[src/rtl/card_gfx_pkg.sv]
// Shared types and constants for the card bitmap read path.
// Pixel bundle, tag carried alongside RAM reads, and reader FSM states.
package card_gfx_pkg;

   localparam int ADDR_W = 14;
   localparam int DATA_W = 3;
   localparam int DIM_W  = 8;
   localparam int STRIDE = 111;
   localparam int CARD_H = 135;

   localparam logic [DATA_W-1:0] TRANSPARENT = 3'b000;

   typedef struct packed {
      logic [DATA_W-1:0] data;
      logic [DIM_W-1:0]  x;
      logic [DIM_W-1:0]  y;
      logic              last;
   } pix_t;

   typedef struct packed {
      logic [DIM_W-1:0] x;
      logic [DIM_W-1:0] y;
      logic             last;
   } pix_tag_t;

   typedef enum logic [1:0] {
      IDLE  = 2'd0,
      RUN   = 2'd1,
      DRAIN = 2'd2,
      DONE  = 2'd3
   } state_e;

endpackage

[src/rtl/card_pix_fifo2.sv]
// Two-entry pixel FIFO; push and pop may coincide even when full.
// Head is always the oldest entry; count tells the consumer if it is live.
module card_pix_fifo2
   import card_gfx_pkg::*;
(
   input  logic       clock,
   input  logic       reset_n,
   input  logic       push,
   input  pix_t       push_data,
   input  logic       pop,
   output pix_t       head,
   output logic [1:0] count
);

   pix_t       slot0_q, slot0_d;
   pix_t       slot1_q, slot1_d;
   logic       wr_q, wr_d;
   logic       rd_q, rd_d;
   logic [1:0] cnt_q, cnt_d;
   logic       do_push;
   logic       do_pop;

   always_comb begin
      slot0_d = slot0_q;
      slot1_d = slot1_q;
      wr_d    = wr_q;
      rd_d    = rd_q;
      do_pop  = pop && (cnt_q != 2'd0);
      do_push = push && ((cnt_q != 2'd2) || do_pop);
      if (do_push) begin
         if (wr_q) begin
            slot1_d = push_data;
         end else begin
            slot0_d = push_data;
         end
         wr_d = ~wr_q;
      end
      if (do_pop) begin
         rd_d = ~rd_q;
      end
      cnt_d = cnt_q + {1'b0, do_push} - {1'b0, do_pop};
   end

   always_ff @(posedge clock or negedge reset_n) begin
      if (!reset_n) begin
         slot0_q <= '0;
         slot1_q <= '0;
         wr_q    <= 1'b0;
         rd_q    <= 1'b0;
         cnt_q   <= 2'd0;
      end else begin
         slot0_q <= slot0_d;
         slot1_q <= slot1_d;
         wr_q    <= wr_d;
         rd_q    <= rd_d;
         cnt_q   <= cnt_d;
      end
   end

   assign head  = rd_q ? slot1_q : slot0_q;
   assign count = cnt_q;

endmodule

[src/rtl/card_sprite_reader.sv]
// Streams a rectangular region of the card bitmap RAM out as pixels.
// One read per cycle, throttled so returning data always fits the buffer.
module card_sprite_reader
   import card_gfx_pkg::*;
(
   input  logic              clock,
   input  logic              reset_n,
   input  logic              start,
   input  logic [ADDR_W-1:0] base_addr,
   input  logic [DIM_W-1:0]  width,
   input  logic [DIM_W-1:0]  height,
   output logic              busy,
   output logic              done,
   output logic              mem_re,
   output logic [ADDR_W-1:0] mem_addr,
   input  logic [DATA_W-1:0] mem_data,
   output logic              pix_valid,
   input  logic              pix_ready,
   output logic [DATA_W-1:0] pix_data,
   output logic [DIM_W-1:0]  pix_x,
   output logic [DIM_W-1:0]  pix_y,
   output logic              pix_opaque,
   output logic              pix_last
);

   state_e            state_q, state_d;
   logic [DIM_W-1:0]  width_q, width_d;
   logic [DIM_W-1:0]  height_q, height_d;
   logic [DIM_W-1:0]  col_q, col_d;
   logic [DIM_W-1:0]  row_q, row_d;
   logic [ADDR_W-1:0] row_base_q, row_base_d;
   logic [ADDR_W-1:0] col_addr_q, col_addr_d;
   logic              inflight_q, inflight_d;
   pix_tag_t          tag_q, tag_d;

   pix_t              fifo_in;
   pix_t              head;
   logic [1:0]        count;
   logic              pop;
   logic [2:0]        occ;
   logic              last_col;
   logic              last_row;
   logic [ADDR_W-1:0] next_row_base;

   assign pop       = pix_valid && pix_ready;
   assign last_col  = (col_q == width_q - 1'b1);
   assign last_row  = (row_q == height_q - 1'b1);
   assign next_row_base = row_base_q + ADDR_W'(STRIDE);
   // Slots that will be taken after this edge if no new read is issued.
   assign occ = {1'b0, count} + {2'b0, inflight_q} - {2'b0, pop};

   assign fifo_in = '{data: mem_data, x: tag_q.x,
                      y: tag_q.y, last: tag_q.last};

   card_pix_fifo2 u_fifo (
      .clock     (clock),
      .reset_n   (reset_n),
      .push      (inflight_q),
      .push_data (fifo_in),
      .pop       (pop),
      .head      (head),
      .count     (count)
   );

   always_ff @(posedge clock or negedge reset_n) begin
      if (!reset_n) begin
         state_q <= IDLE;
      end else begin
         state_q <= state_d;
      end
   end

   always_comb begin
      state_d = state_q;
      unique case (state_q)
         IDLE: begin
            if (start) begin
               if (width == '0 || height == '0) begin
                  state_d = DONE;
               end else begin
                  state_d = RUN;
               end
            end
         end
         RUN: begin
            if (mem_re && last_col && last_row) begin
               state_d = DRAIN;
            end
         end
         DRAIN: begin
            if (count == 2'd0 && !inflight_q) begin
               state_d = DONE;
            end
         end
         DONE: state_d = IDLE;
         default: state_d = IDLE;
      endcase
   end

   always_comb begin
      busy     = (state_q == RUN) || (state_q == DRAIN);
      done     = (state_q == DONE);
      mem_re   = (state_q == RUN) && (occ < 3'd2);
      mem_addr = col_addr_q;
   end

   always_comb begin
      width_d    = width_q;
      height_d   = height_q;
      col_d      = col_q;
      row_d      = row_q;
      row_base_d = row_base_q;
      col_addr_d = col_addr_q;
      inflight_d = mem_re;
      tag_d      = tag_q;
      if (state_q == IDLE && start) begin
         width_d    = width;
         height_d   = height;
         col_d      = '0;
         row_d      = '0;
         row_base_d = base_addr;
         col_addr_d = base_addr;
      end
      if (mem_re) begin
         tag_d = '{x: col_q, y: row_q, last: last_col && last_row};
         if (last_col) begin
            col_d      = '0;
            row_d      = row_q + 1'b1;
            row_base_d = next_row_base;
            col_addr_d = next_row_base;
         end else begin
            col_d      = col_q + 1'b1;
            col_addr_d = col_addr_q + 1'b1;
         end
      end
   end

   always_ff @(posedge clock or negedge reset_n) begin
      if (!reset_n) begin
         width_q    <= '0;
         height_q   <= '0;
         col_q      <= '0;
         row_q      <= '0;
         row_base_q <= '0;
         col_addr_q <= '0;
         inflight_q <= 1'b0;
         tag_q      <= '0;
      end else begin
         width_q    <= width_d;
         height_q   <= height_d;
         col_q      <= col_d;
         row_q      <= row_d;
         row_base_q <= row_base_d;
         col_addr_q <= col_addr_d;
         inflight_q <= inflight_d;
         tag_q      <= tag_d;
      end
   end

   assign pix_valid  = (count != 2'd0);
   assign pix_data   = pix_valid ? head.data : '0;
   assign pix_x      = pix_valid ? head.x : '0;
   assign pix_y      = pix_valid ? head.y : '0;
   assign pix_last   = pix_valid && head.last;
   assign pix_opaque = pix_valid && (head.data != TRANSPARENT);

endmodule

[config.mk]
export PLATFORM = sky130hd
export DESIGN_NAME = card_sprite_reader
export DESIGN_NICKNAME = d
export VERILOG_FILES = /design/src/rtl/card_gfx_pkg.sv /design/src/rtl/card_pix_fifo2.sv /design/src/rtl/card_sprite_reader.sv
export SDC_FILE = /design/constraint.sdc
export NUM_CORES = 1
export LEC_CHECK = 0
export BUFFER_PORTS_ARGS = -buffer_cell sky130_fd_sc_hd__buf_4
export CORE_ASPECT_RATIO = 1.1
export CORE_UTILIZATION = 53
export CTS_BUF_LIST = sky130_fd_sc_hd__clkbuf_16
export CTS_CLUSTER_SIZE = 10
export DETAILED_ROUTE_END_ITERATION = 7
export GPL_TIMING_DRIVEN = 0
export PLACE_DENSITY_LB_ADDON = 0.08
export RECOVER_POWER = 25
export SLEW_MARGIN = 25
export SYNTH_ARGS = -nofsm -noshare
export SYNTH_HDL_FRONTEND = slang
export SYNTH_SLANG_ARGS = --single-unit
export TNS_END_PERCENT = 5
[constraint.sdc]
create_clock -name clock -period 3.27 [get_ports clock]
set_clock_uncertainty 0.15 [all_clocks]
set_input_delay 0.327 -clock clock [delete_from_list [all_inputs] [get_ports clock]]
set_output_delay 0.327 -clock clock [all_outputs]
set_load 0.05 [all_outputs]
=== Yosys cells after proc, flatten, opt, wreduce, memory -nomap -nowiden ===
Index checks and enable logic that the tools add are counted.

* Flip-flop bits (word level): 124
* Output and inout port bits: 39

* Add/sub/neg operators: 10
* Order comparisons: 1
* Equal/unequal tests: 9
* Mux-type cells: 21
* Bitwise gates (word level): 2
* Reduce and logical (&&, ||, !) cells: 25

{| class="wikitable"
|+ Operators with widths
! cell !! count
|-
| $mux W14 || 6
|-
| $mux W8 || 8
|-
| $mux W20 || 1
|-
| $add A8 B1 Y8 const B || 2
|-
| $eq A8 B8 Y1 || 2
|-
| $logic_not A8 Y1 || 2
|-
| $sub A8 B1 Y8 const B || 2
|-
| $add A14 B1 Y14 const B || 1
|-
| $add A14 B7 Y14 const B || 1
|-
| $logic_and A1 B1 Y1 || 11
|-
| $mux W2 || 4
|-
| $ne A2 B2 Y1 const B || 4
|-
| $pmux W2 S4 || 1
|-
| $eq A2 B2 Y1 const B || 2
|-
| $logic_not A2 Y1 || 2
|-
| $reduce_and A2 Y1 || 2
|-
| $reduce_bool A2 Y1 || 2
|-
| $add A2 B1 Y3 || 1
|-
| $logic_or A1 B1 Y1 || 3
|-
| $lt A3 B2 Y1 const B || 1
|-
| $mux W3 || 1
|-
| $reduce_and A3 Y1 || 1
|-
| $reduce_bool A3 Y1 || 1
|-
| $sub A3 B1 Y3 || 1
|-
| other kinds (5) || 6
|}

=== Logic depth before layout (Yosys ltp) ===
* Depth in word-level cells: 9
* Mapped depth: 15

=== Cells and area by module ===
A second synthesis with hierarchy kept.

* Cell total of the unflattened synthesis: 696
* Area, all modules: 7069.3 um^2

{| class="wikitable"
|+ Modules (own cells, without submodules)
! module !! instances !! cells an instance !! area an instance (um^2)
|-
| card_sprite_reader || 1 || 573 || 4968.5
|-
| card_pix_fifo2 || 1 || 123 || 2100.8
|}

=== Worst setup path before layout ===
Ideal clock, no wire load.

* Path type: reg2out
* From: register u_fifo.cnt_q[1], in the netlist u_fifo.count[1]
* To: output port mem_re
* Arrival time: 2.966 ns
* Required time: 2.793 ns
* Setup slack: -0.173 ns
* Cell stages (with the launch flop): 12
* Path buffers: 2
* Cell sequence: dfrtp_1 > nor2_1 > nor2b_1 > ha_1 > inv_1 > nand2_1 > fa_1 > xnor2_1 > nand3_1 > inv_1 > clkbuf_1 > buf_1

* Word-level cells in the longest chain between the ends: 5

{| class="wikitable"
|+ RTL lines
! element !! line !! source
|-
| from (decl) || card_pix_fifo2.sv:19 || <nowiki>logic [1:0] cnt_q, cnt_d;</nowiki>
|-
| from (signal assigned) || card_pix_fifo2.sv:56 || <nowiki>cnt_q <= cnt_d;</nowiki>
|-
| branches (longest 2 deep; another with $add A2 B1 Y3) || n/a ||
|-
| $sub A3 B1 Y3 * || card_sprite_reader.sv:50 || <nowiki>assign occ = {1'b0, count} + {2'b0, inflight_q} - {2'b0, pop};</nowiki>
|-
| $lt A3 B2 Y1 * || card_sprite_reader.sv:103 || <nowiki>mem_re = (state_q == RUN) && (occ < 3'd2);</nowiki>
|-
| $logic_and A1 B1 Y1 * || card_sprite_reader.sv:103 ||
|-
| to (decl) || card_sprite_reader.sv:14 || <nowiki>output logic mem_re,</nowiki>
|}

Every way passes the cells marked *.

=== Worst setup path in the final report ===
* From: register u_fifo.cnt_q[0], in the netlist u_fifo.count[0]
* To: output port mem_re

The elaborated chain is that of the path after synthesis.

==> impl_metrics.yaml <==
synthesis:
  netlist.top_cell.by_area: "sky130_fd_sc_hd__dfrtp_1"
  synth_most_common_cell: "sky130_fd_sc_hd__dfrtp_1"
  yosysWarnings: 0
  synth_top_area_share_pct: 45.2
  synthTopCellsByArea: "sky130_fd_sc_hd__dfrtp_1 45%, sky130_fd_sc_hd__mux2_2 7.2%, sky130_fd_sc_hd__nand2_1 6.6%"
  postSynthNetCount: 752
  post_synth.cell_area_avg_um2: 9.81
  mappedNetlistArea_um2: 6870
  synth_seq_area_share_pct: 45.2
  synth-seq-cells: 124
  async_flop_share_pct: 100
  yosys-top-cells-count: "124 x sky130_fd_sc_hd__dfrtp_1, 121 x sky130_fd_sc_hd__nand2_1, 44 x sky130_fd_sc_hd__mux2_2"
  synth-edff-count: 0
  dominantRegCellSynth: "sky130_fd_sc_hd__dfrtp_1"
  number_of_instances_in_the_synthesized_netlist: 700
  ys_types: 71
sta:
  grt_setup_unrepaired: "true"
  achievable-frequency_ghz: 0.321
  report.final.setup_viol: 0
  layout_worst_path_cycle_share_pct: 95.4
  report.final.hold_viol_count: 0
  worst_pin_slew_ps: 1300
  period_needed_ps: 3120
  slew_violations: 0
  slew_margin_rel_pct: 13.4
clocking:
  cts-root-to-sink-buffers: 2
  cts_tree: "yes"
  cts.root.buffer_cell: "sky130_fd_sc_hd__clkbuf_16"
  clkSinkCount: 124
  cts.reportedPaths.clkPinSlew_ps: 50
  worst_skew_pair_later_pin_latency_ps: 430
  cts_inserted_buffers: 17
  ctsHtreeMaxLevel: 4
outcome:
  run_status: "finished, final reports clean"
global_routing:
  maximum_number_of_pins_on_one_net_before_global_route_repair: 74
  antenna_found_initial: 0
  groute.usage.overall_pct: 28.6
  grt_pass1_wl_um: 29700
  globalRouteOverflowTotal: 0
  number_of_global_route_vias_before_repair: 5933
floorplan:
  core_area_um2: 12600
  row_count: 43
  io_pins: 76
  die-width_um: 111
  die_area_um2: 13400
  die_h_um: 121
  starting_density_of_the_core_pct: 54.3
detailed_routing:
  drtPass1Iterations: 5
  drc: 0
  post_drt_wl_per_cell_um: 18.0
  detailedRoute.firstIterationViolations: 305
  postRouteAntennaNets: 0
  finalWirelength_um: 17900
  vias_per_cell: 5.79
  route.vias.total: 5747
setup_path:
  setup.worst_path.start_class: "register"
  r2r.worst_path.cells: 15
  setup.worst_path.class: "reg -> out"
  worst-path-max-fanout: 20
  critPathCaptureType: "primary output"
  cp.required_ps: 2790
  data_arrival_critical_path_ps: 2640
place:
  place_hpwl_um: 12400
  routabilityCongestion: 0.875
  placement.io_buffers: 75
cells_and_area:
  drive_gt1_share_pct: 23.0
  design.final.nets: 875
  area.growth.synth_to_final_pct: 24.3
  final_core_utilization_pct: 67.6
  antenna_cells_inserted: 0
min_path:
  min_path_type: "in -> reg"
  min_delay_path_depth: 2
pwr:
  ir_drop_mv: 0.930
  power-per-cell-area_nw_per_um2: 986
  post-layout-total-power_mw: 8.42
  leakage_nw: 4.18
flow_run:
  maxCapViolations: 0
-- metrics by stage --
step	setup slack, ps	hold slack [ps]	instance area, µm²	setup TNS (ps)	instances
after global routing	-36.4	12.7	8540	-76.3	992
after global placement	-465	317	7630	-8800	932
after floorplan	42.5	-119	6870	0	700
after CTS	-0.365	3.64	8500	-0.365	989
final	151	16.2	8540	0	992
after detailed placement	-524	124	7670	-12950	933
-- sequential cells by signal (all words and copies together) (netlist names) --
name / count
row_q: 8
state_q: 2
u_fifo.count: 2
col_q: 8
inflight_q: 1
fifo_in: 17
u_fifo.wr_q: 1
width_q: 8
row_base_q: 14
u_fifo.slot0_q: 20
mem_addr: 14
height_q: 8
u_fifo.rd_q: 1
u_fifo.slot1_q: 20
-- metal layers --
metal / vias up / wire length [µm] / track usage (%) / share of wire [%]
li1: 2706 / - / - / -
met1: 2786 / 7720 / 35.6 / 43
met2: 203 / 8780 / 47.1 / 49
met3: 52 / 814 / 5.79 / 4.5
met4: 0 / 580 / 14.9 / 3.2
met5: - / 0 / 0 / 0
-- timing repair --
action,4_1_cts,5_1_grt
hold endpoints to repair,75,0
resized for setup,15,16
pin swaps,2,5
endpoints found under the setup margin,64,47
hold buffers,22,0
buffers inserted,3,4
-- placed cells by master (no fill, tap or decap), drive strengths merged, types with 10 or more instances in the layout --
cell and instances:
ha 14, a31oi 16, a21oi 25, inv 22
buf 96, mux2i 39, nand2 122, clkbuf 41
and3 23, nand3 22, nor3 20, xnor2 29
xor2 14, nor2b 10, mux2 44, dfrtp 124
o21ai 25, dlygate4sd3 22, nor2 36
-- worst paths after layout --
path                                    from                 end  slack (ps)
setup reg to reg             u_fifo.count[0]          state_q[1]         190
hold reg to reg            u_fifo.slot1_q[0]   u_fifo.slot1_q[0]         340
hold / removal                  base_addr[8]       row_base_q[8]          20
max in group asynchronous            reset_n     u_fifo.count[1]         590
setup / recovery             u_fifo.count[0]              mem_re         150
min in group asynchronous            reset_n  u_fifo.slot1_q[13]         580
-- report_power, final --
| part | internal (mW) | switching [mW] | total (mW) |
|---|---|---|---|
| Clock | 1.09 | 0.653 | 1.74 |
| Combinational | 1.60 | 2.50 | 4.10 |
| Sequential | 2.03 | 0.556 | 2.58 |
-- cell families (layout without fill, tap and decap cells) --
| family | Yosys count | in the layout | synth area share, % |
|---|---|---|---|
| buffers and inverters | 59 | 194 | 4.21 |
| flip-flops | 124 | 124 | 45.2 |
| XOR/XNOR | 43 | 43 | 5.48 |
| AO/OA/AOI/OAI | 107 | 107 | 10.2 |
| adder cells (fa/ha/maj) | 15 | 15 | 2.84 |
| AND/OR/NAND/NOR | 269 | 269 | 19.2 |
| multiplexers | 83 | 83 | 12.9 |
-- worst max-delay path, stage by stage (launching register included) --
cell	delay [ps]
sky130_fd_sc_hd__dfrtp_1	430
sky130_fd_sc_hd__nor2_4	150
sky130_fd_sc_hd__nor2b_4	60
sky130_fd_sc_hd__ha_4	200
sky130_fd_sc_hd__inv_2	60
sky130_fd_sc_hd__nand2_2	60
sky130_fd_sc_hd__fa_2	400
sky130_fd_sc_hd__xnor2_2	190
sky130_fd_sc_hd__nand3_2	130
sky130_fd_sc_hd__inv_2	110
sky130_fd_sc_hd__clkbuf_8	230
sky130_fd_sc_hd__buf_8	170
-- cell type report --
cell class | instances | area [µm²]
fill | 998 | 4100
multi-input combinational | 517 | 3550
sequential | 124 | 3110
timing repair buffer | 105 | 848
clock buffer | 17 | 425
buffer | 38 | 231
tap | 157 | 196
clock inverter | 14 | 113
inverter | 20 | 75.1
No activity file was read; power rests on OpenSTA's default activity.
